[config.mk]
export PLATFORM = sky130hd
export DESIGN_NAME = sevenseg_encoder
export DESIGN_NICKNAME = d
export VERILOG_FILES = /design/src/rtl/sevenseg_encoder_pkg.sv /design/src/rtl/sevenseg_encoder_seg_to_digit.sv /design/src/rtl/sevenseg_encoder.sv
export SDC_FILE = /design/constraint.sdc
export NUM_CORES = 1
export LEC_CHECK = 0
export CORE_ASPECT_RATIO = 1.1
export CORE_MARGIN = 2
export CORE_UTILIZATION = 50
export DETAILED_ROUTE_END_ITERATION = 12
export HOLD_SLACK_MARGIN = 0.15
export PLACE_DENSITY = 0.78
export REMOVE_ABC_BUFFERS = 1
export SLEW_MARGIN = 5
export SYNTH_ARGS = -nofsm -noshare
export SYNTH_HDL_FRONTEND = slang
export SYNTH_SLANG_ARGS = --single-unit
export TNS_END_PERCENT = 1
[constraint.sdc]
create_clock -name clk -period 3.2 [get_ports clk]
set_input_delay 0.32 -clock clk [delete_from_list [all_inputs] [get_ports clk]]
set_output_delay 0.32 -clock clk [all_outputs]
set_load 0.01 [all_outputs]
[src/rtl/sevenseg_encoder_pkg.sv]
// ---------------------------------------------------------------------------
// sevenseg_encoder_pkg
//   Shared definitions for the seven-segment encoder and the existing
//   binary-to-7seg decoder: FSM state enum and the ten active-low digit
//   patterns.
//   Pattern bit order: bit0=top, 1=upper-right, 2=lower-right, 3=bottom,
//   4=lower-left, 5=upper-left, 6=middle. A 0 bit means the segment is lit.
// ---------------------------------------------------------------------------
package sevenseg_encoder_pkg;

  typedef enum logic [1:0] {
    S_ONES = 2'd0,
    S_TENS = 2'd1,
    S_OUT  = 2'd2
  } state_t;

  localparam logic [6:0] SEG_0 = 7'b1000000;
  localparam logic [6:0] SEG_1 = 7'b1111001;
  localparam logic [6:0] SEG_2 = 7'b0100100;
  localparam logic [6:0] SEG_3 = 7'b0110000;
  localparam logic [6:0] SEG_4 = 7'b0011001;
  localparam logic [6:0] SEG_5 = 7'b0010010;
  localparam logic [6:0] SEG_6 = 7'b0000011;
  localparam logic [6:0] SEG_7 = 7'b1111000;
  localparam logic [6:0] SEG_8 = 7'b0000000;
  localparam logic [6:0] SEG_9 = 7'b0011000;

endpackage

[src/rtl/sevenseg_encoder_seg_to_digit.sv]
// ---------------------------------------------------------------------------
// seg_to_digit
//   Combinational exact-match decode of an active-low 7-segment pattern to a
//   BCD digit. Anything that is not one of the ten legal patterns yields
//   digit 0 with err set.
// Ports:
//   pattern  in   7  active-low segment pattern
//   digit    out  4  decoded digit 0..9
//   err      out  1  pattern was not a legal digit
// ---------------------------------------------------------------------------
module seg_to_digit
  import sevenseg_encoder_pkg::*;
(
  input  logic [6:0] pattern,
  output logic [3:0] digit,
  output logic       err
);

  always_comb begin
    digit = 4'd0;
    err   = 1'b0;
    unique case (pattern)
      SEG_0:   digit = 4'd0;
      SEG_1:   digit = 4'd1;
      SEG_2:   digit = 4'd2;
      SEG_3:   digit = 4'd3;
      SEG_4:   digit = 4'd4;
      SEG_5:   digit = 4'd5;
      SEG_6:   digit = 4'd6;
      SEG_7:   digit = 4'd7;
      SEG_8:   digit = 4'd8;
      SEG_9:   digit = 4'd9;
      default: err   = 1'b1;
    endcase
  end

endmodule

[src/rtl/sevenseg_encoder.sv]
// ---------------------------------------------------------------------------
// sevenseg_encoder
//   Accepts two 7-segment digit symbols (ones then tens, tagged by seg_pos),
//   and produces the binary value tens*10+ones plus a 4-bit switch code,
//   range / pattern error flags and a saturating error counter.
// Ports:
//   clk, rst_n          clock, asynchronous active-low reset
//   seg_in[6:0]         active-low segment pattern
//   seg_pos             0=ones digit, 1=tens digit
//   in_valid/in_ready   input handshake
//   value[6:0]          result 0..99
//   sw_out[3:0]         value[3:0] when value<=15, else 0
//   range_err           value>15
//   pat_err             either digit pattern was illegal
//   out_valid/out_ready output handshake
//   err_count           saturating count of bad frames and sync drops
// ---------------------------------------------------------------------------
module sevenseg_encoder
  import sevenseg_encoder_pkg::*;
#(
  parameter int ERR_CNT_W = 8
) (
  input  logic                 clk,
  input  logic                 rst_n,
  input  logic [6:0]           seg_in,
  input  logic                 seg_pos,
  input  logic                 in_valid,
  output logic                 in_ready,
  output logic [6:0]           value,
  output logic [3:0]           sw_out,
  output logic                 range_err,
  output logic                 pat_err,
  output logic                 out_valid,
  input  logic                 out_ready,
  output logic [ERR_CNT_W-1:0] err_count
);

  state_t               state_reg;
  state_t               state_next;
  logic                 ready_en_reg;
  logic [3:0]           ones_digit_reg;
  logic                 ones_err_reg;
  logic [6:0]           value_reg;
  logic [3:0]           sw_reg;
  logic                 range_reg;
  logic                 pat_reg;
  logic [ERR_CNT_W-1:0] err_count_reg;

  logic [3:0] dec_digit;
  logic       dec_err;
  logic       accept;
  logic       ones_load;
  logic       tens_load;
  logic       sync_drop;
  logic       frame_err;
  logic       err_inc;
  logic [6:0] tens_ext;
  logic [6:0] frame_value;
  logic       frame_range;

  // Single decoder shared between the ones and tens symbols: only one
  // symbol can be accepted per cycle.
  seg_to_digit u_seg_to_digit (
    .pattern (seg_in),
    .digit   (dec_digit),
    .err     (dec_err)
  );

  assign accept    = in_valid & in_ready;
  // A seg_pos=0 symbol always (re)loads the ones digit, whether it starts a
  // frame or resynchronises one. in_ready is low in S_OUT so no load there.
  assign ones_load = accept & ~seg_pos;
  assign tens_load = accept & seg_pos & (state_reg == S_TENS);
  // Tens without a ones, or a second ones before the tens.
  assign sync_drop = accept & (((state_reg == S_ONES) & seg_pos) |
                               ((state_reg == S_TENS) & ~seg_pos));
  assign frame_err = dec_err | ones_err_reg;
  assign err_inc   = sync_drop | (tens_load & frame_err);

  // tens*10 as (tens<<3)+(tens<<1); max 99 so 7 bits never overflow.
  assign tens_ext    = {3'b000, dec_digit};
  assign frame_value = (tens_ext << 3) + (tens_ext << 1) + {3'b000, ones_digit_reg};
  assign frame_range = (frame_value > 7'd15);

  // State register
  always_ff @(posedge clk or negedge rst_n) begin
    if (!rst_n) begin
      state_reg <= S_ONES;
    end else begin
      state_reg <= state_next;
    end
  end

  // Next-state logic
  always_comb begin
    state_next = state_reg;
    unique case (state_reg)
      S_ONES:  if (accept && !seg_pos) state_next = S_TENS;
      S_TENS:  if (accept && seg_pos)  state_next = S_OUT;
      S_OUT:   if (out_ready)          state_next = S_ONES;
      default: state_next = S_ONES;
    endcase
  end

  // Output logic: in_ready is held off until the first clock after reset
  // deassertion.
  always_comb begin
    in_ready  = ready_en_reg & (state_reg != S_OUT);
    out_valid = (state_reg == S_OUT);
  end

  // Datapath: captured ones digit, result registers, error counter
  always_ff @(posedge clk or negedge rst_n) begin
    if (!rst_n) begin
      ready_en_reg   <= 1'b0;
      ones_digit_reg <= 4'd0;
      ones_err_reg   <= 1'b0;
      value_reg      <= 7'd0;
      sw_reg         <= 4'd0;
      range_reg      <= 1'b0;
      pat_reg        <= 1'b0;
      err_count_reg  <= '0;
    end else begin
      ready_en_reg <= 1'b1;
      if (ones_load) begin
        ones_digit_reg <= dec_digit;
        ones_err_reg   <= dec_err;
      end
      if (tens_load) begin
        value_reg <= frame_value;
        sw_reg    <= frame_range ? 4'd0 : frame_value[3:0];
        range_reg <= frame_range;
        pat_reg   <= frame_err;
      end
      if (err_inc && (err_count_reg != {ERR_CNT_W{1'b1}})) begin
        err_count_reg <= err_count_reg + {{(ERR_CNT_W-1){1'b0}}, 1'b1};
      end
    end
  end

  assign value     = value_reg;
  assign sw_out    = sw_reg;
  assign range_err = range_reg;
  assign pat_err   = pat_reg;
  assign err_count = err_count_reg;

endmodule

## Word-level counts from Yosys, hierarchy flattened

Index checks and enable logic that the tools add are counted.

- Output and inout bits: 23
- Register bits after elaboration: 29

- Order comparisons: 1
- $add $sub $neg: 3
- Bitwise logic cells: 13
- Reduce and logical (&&, ||, !) cells: 8
- Muxes and demuxes: 7
- Equal/unequal tests: 16

Operators with widths:

| cell | number |
|---|---|
| $pmux W4 S9 | 1 |
| $eq A7 B5 Y1 const B | 3 |
| $eq A7 B7 Y1 const B | 3 |
| $eq A7 B6 Y1 const B | 2 |
| $reduce_or A10 Y1 | 1 |
| $and A1 B1 Y1 | 9 |
| $add A8 B1 Y8 const B | 1 |
| $ne A8 B8 Y1 const B | 1 |
| $add A7 B4 Y7 | 1 |
| $add A7 B5 Y7 | 1 |
| $eq A7 B2 Y1 const B | 1 |
| $gt A7 B4 Y1 const B | 1 |
| $logic_not A7 Y1 | 1 |
| $mux W2 | 3 |
| $ne A2 B1 Y1 const B | 3 |
| $pmux W2 S3 | 1 |
| $mux W4 | 1 |
| $logic_and A1 B1 Y1 | 3 |
| $or A1 B1 Y1 | 3 |
| $reduce_and A3 Y1 | 1 |
| $eq A2 B1 Y1 const B | 1 |
| $eq A2 B2 Y1 const B | 1 |
| $logic_not A2 Y1 | 1 |
| $ne A2 B2 Y1 const B | 1 |
| 3 further kinds | 3 |

## Logic depth before layout (Yosys ltp)

- Depth in word-level cells: 8
- Depth in mapped cells: 18

## Modules after synthesis

From an unflattened synthesis, not the netlist that was laid out.

- Cell total of the unflattened synthesis: 159
- Area total of the unflattened synthesis: 1655.3 µm²

By module, submodules not included:

| module | area each (µm²) | times used | cells an instance |
|---|---|---|---|
| sevenseg_encoder | 1415.1 | 1 | 123 |
| seg_to_digit | 240.2 | 1 | 36 |

## Worst setup path after synthesis

No wires, ideal clock.

- Path kind: input to register
- Start: in seg_in[6]
- End: reg sw_reg[3], in the netlist sw_out[3]
- Data arrival time: 3.071 ns
- Stages: 13
- Slack: 0.053 ns
- Library setup time: 0.076 ns
- Cell sequence: clkbuf_1 or4b_1 a21oi_1 a31oi_1 nor2_1 fa_1 ha_1 a21o_1 a21oi_1 xnor2_1 nor4_2 inv_1 o21ai_1

- Cells in the longest elaborated chain, start to end: 6
- Elaborated cells between the ends (all ways): 14
- Those cells by class: add/sub: 2; order compare: 1; eq/ne: 8; mux: 2; reduce/logical: 1

Ends and longest elaborated chain:

| what | line | RTL |
|---|---|---|
| start, declared | sevenseg_encoder.sv:25 | `input logic [6:0] seg_in,` |
| $eq A7 B5 Y1 (tied with other cells) | sevenseg_encoder_seg_to_digit.sv:22 | `unique case (pattern)` |
| $pmux W4 S9 (*) | sevenseg_encoder_seg_to_digit.sv:22 |  |
| net dec_digit[0] | sevenseg_encoder.sv:49 | `logic [3:0] dec_digit;` |
| $add A7 B5 Y7 (*) | sevenseg_encoder.sv:82 | `assign frame_value = (tens_ext << 3) + (tens_ext << 1) + {3'b000, ones_digit_reg};` |
| $add A7 B4 Y7 (*) | sevenseg_encoder.sv:82 |  |
| $gt A7 B4 Y1 | sevenseg_encoder.sv:83 | `assign frame_range = (frame_value > 7'd15);` |
| $mux W4 (*) | sevenseg_encoder.sv:131 | `sw_reg <= frame_range ? 4'd0 : frame_value[3:0];` |
| end signal, assigned | sevenseg_encoder.sv:131 |  |
| end, declared | sevenseg_encoder.sv:44 | `logic [3:0] sw_reg;` |

The timed path passes the listed nets; every way through them passes the cells marked *.
A chain may end at the register's enable or synchronous reset.

## Final worst setup path

- Start: in seg_in[3]
- End: reg sw_reg[0], in the netlist sw_out[0]

- Cells in the longest elaborated chain, start to end: 6
- Elaborated cells between the ends (all ways): 14
- Those cells by class: add/sub: 2; order compare: 1; eq/ne: 8; mux: 2; reduce/logical: 1

Ends and longest elaborated chain:

| what | line |
|---|---|
| $eq A7 B5 Y1 (tied with other cells) | sevenseg_encoder_seg_to_digit.sv:22 |
| $pmux W4 S9 (*) | sevenseg_encoder_seg_to_digit.sv:22 |
| net dec_digit[2] | sevenseg_encoder.sv:49 |
| $add A7 B5 Y7 (*) | sevenseg_encoder.sv:82 |
| $add A7 B4 Y7 (*) | sevenseg_encoder.sv:82 |
| $gt A7 B4 Y1 (*) | sevenseg_encoder.sv:83 |
| $mux W4 (*) | sevenseg_encoder.sv:131 |

Marked as above.

==> metrics <==
largest net degree at the start of global routing=30; HP Class=input port to async pin; I/O pin count=35; final WL=roughly 3900 microns; slew at the pin with the worst max-slew slack=approximately 0.72 ns; Slew Viols, Final=0; mean post-synth cell area=around 10 sq um; wl on met1=between 1500 and 2000 microns; Worst-path clk slew=about 0.1 ns; CP startpoint kind=input port; row count=21; DR vias/cell=around 5.5; Inserted Clock Buffers=5; initial antenna violation count=0; first-pass GRT wire length=roughly 6700 microns; Ys Warns=0; NumNets Final=245; chip height=about 65 microns; top-count cell post-synth=dfrtp_1; Post-synth EDFFs=0; Crit path required time=about 3.4 ns; met3 WL post-DR=about 170 microns; WHS=~0.37 ns; Commonest cells post-synth=dfrtp_1 (29), nor2_1 (14), mux2_2 (11); Slowest-stage cell, CP=fa_1; root buffer cell=clkbuf_4; I/O Buffers=34; Worst Path Max Fanout=6; Crit path depth=15; worst skew pair latency=approximately 0.34 ns; R2R depth=10; ant diodes=0; Power Density=between 400 and 500 nW/um^2; clk buf depth=2; CP Data Arrival Time=~3.4 ns; sequential area share after synthesis=0.435; DRT iter0 DRCs=70; Detailed Place HPWL=2940 microns; Routed Antenna Nets=0; synth unique cells=43; CTS Hold Bufs=0; Setup CP Type=input port to register; number of global-route vias before repair=roughly 1.4k; Starting Density=0.533; Final Hold Vio Count=0; Mapped Area=between 1500 and 2000 sq um; Final Critical Period=about 3.1 ns; CP Capture Type=register; GRT Total Usage=0.236; Sink Count=29; grt ovf=0; layout cells sized above 1=0.290; highest clock rate=between 0.3 and 0.4 GHz; pre-CTS setup slack=-0.537 ns; Final setup viols=0; fin cells=between 200 and 300; worst setup margin=between 0.07 and 0.08 ns; max reg flops=8; CP Cell Sequence=dlygate4sd2_1, buf_4, nor2_1, and4_1, a311o_1, fa_1, inv_1, fa_2, inv_1, a21o_1, a21oi_1, xnor2_1, nor4_2, buf_4, a22o_1; Max VDD drop=0.369 mV; Leakage=1.13 nW; Max Cap Violations=0; relative slew slack=0.519; Synth area leader=dfrtp_1; Die W=about 59 microns; Synth Instances=between 150 and 200; dpl cells=248; H-tree levels=2; met2 WL=around 2100 microns; TritonCTS clock tree=built; 1st-pass router iterations=4; Setup Skew=0.00897 ns; GP Congestion=0.866; status=finished, final reports clean; top sig layer=met4; slowest cell delay on critical path=0.53 ns; Core ar.=between 3000 and 4000 sq um; Top delay family on crit path=adder cells; final period utilization=0.977; Buf/Inv on CP=5; Die ar.=approximately 3800 sq um; Primary FF master, synth=dfrtp_1; synth top area cells=dfrtp_1 (44%), mux2_2 (7.4%), ha_1 (6.0%); top cell type's share of synthesized area=0.435; RSZ-0062 raised after global routing=no; via count=1,430; synthesis-to-finish area growth=40.0%; wire per inst=about 15 microns; synthesized flop and latch total=29; Residual DRC=0; asr flop ratio synth=1.00
cells in the final DEF (no fill, tap or decap), types with 4 or more instances in the layout:
cell type	n
dfrtp_1	29
buf_4	28
clkdlybuf4s50_1	27
nor2_1	13
mux2_2	11
inv_1	10
nand2_1	8
ha_1	7
nor3_1	6
xnor2_1	6
dlygate4sd2_1	6
a21oi_1	5
o21ai_0	5
xor2_1	5
clkbuf_4	5
a22o_1	4
nand3_1	4
worst register-to-register path, cell delays in order (launching register included):
cell,delay (ns)
dfrtp_1,0.40
fa_1,0.55
inv_1,0.07
fa_2,0.39
inv_1,0.07
a21o_1,0.12
a21oi_1,0.09
xnor2_1,0.23
nor4_2,0.06
buf_4,0.16
a22o_1,0.18
path summary, 6_finish.rpt:
path / start / to / slack, ns
max: seg_in[3] / sw_out[0] / 0.07
min: rst_n / value[4] / 0.37
max reg2reg: ones_digit_reg[3] / sw_out[0] / 0.78
min reg2reg: state_reg[1] / state_reg[0] / 0.49
max in group asynchronous: rst_n / value[2] / 2.56
min in group clk: state_reg[1] / state_reg[0] / 0.49
through the flow:
step	setup TNS, ns	instance area, sq um	util	power [mW]
3_5_place_dp	-3.47	2220	0.710	0.797
2_1_floorplan	0	1630	-	0.610
4_1_cts	0	2310	0.738	1.06
5_1_grt	0	2330	0.746	1.11
6_report	0	2330	0.746	1.05
3_3_place_gp	-2.50	2220	0.710	0.784
report_power, final:
| group | switching, mW | total [mW] | internal [mW] |
|---|---|---|---|
| Combinational | 0.136 | 0.311 | 0.175 |
| Sequential | 0.0567 | 0.481 | 0.424 |
| Clock | 0.133 | 0.260 | 0.127 |
layer usage:
| layer | global-route usage | up-vias |
|---|---|---|
| met5 | 0 | - |
| met4 | 0.0994 | 0 |
| met3 | 0.0559 | 10 |
| met2 | 0.411 | 43 |
| met1 | 0.273 | 693 |
| li1 | - | 684 |
kinds of logic (layout without fill, tap and decap cells):
family                   Yosys count  in the layout  synth area share
buffers and inverters             16             81            0.0420
multiplexers                      12             12            0.0811
AND/OR/NAND/NOR                   55             55             0.197
other                              1              1           0.00225
AO/OA/AOI/OAI                     25             25             0.101
flip-flops                        29             29             0.435
XOR/XNOR                          11             11            0.0578
adder cells (fa/ha/maj)           10             10            0.0841
area by class of cell:
cell class / instances / area [sq um]
multi-input combinational: 114 / 901
fill: 220 / 793
sequential: 29 / 726
timing repair buffer: 63 / 557
clock buffer: 7 / 65.1
tap: 34 / 42.5
inverter: 10 / 37.5
clock inverter: 1 / 5.00
what timing repair did:
| item | 4_1_cts | 5_1_grt |
|---|---|---|
| pin swaps | 4 | 2 |
| gates resized for setup | 12 | 4 |
| buffers inserted | 1 | 1 |
| endpoints found under the setup margin | 5 | 5 |
Power figures use the tool's default switching activity.
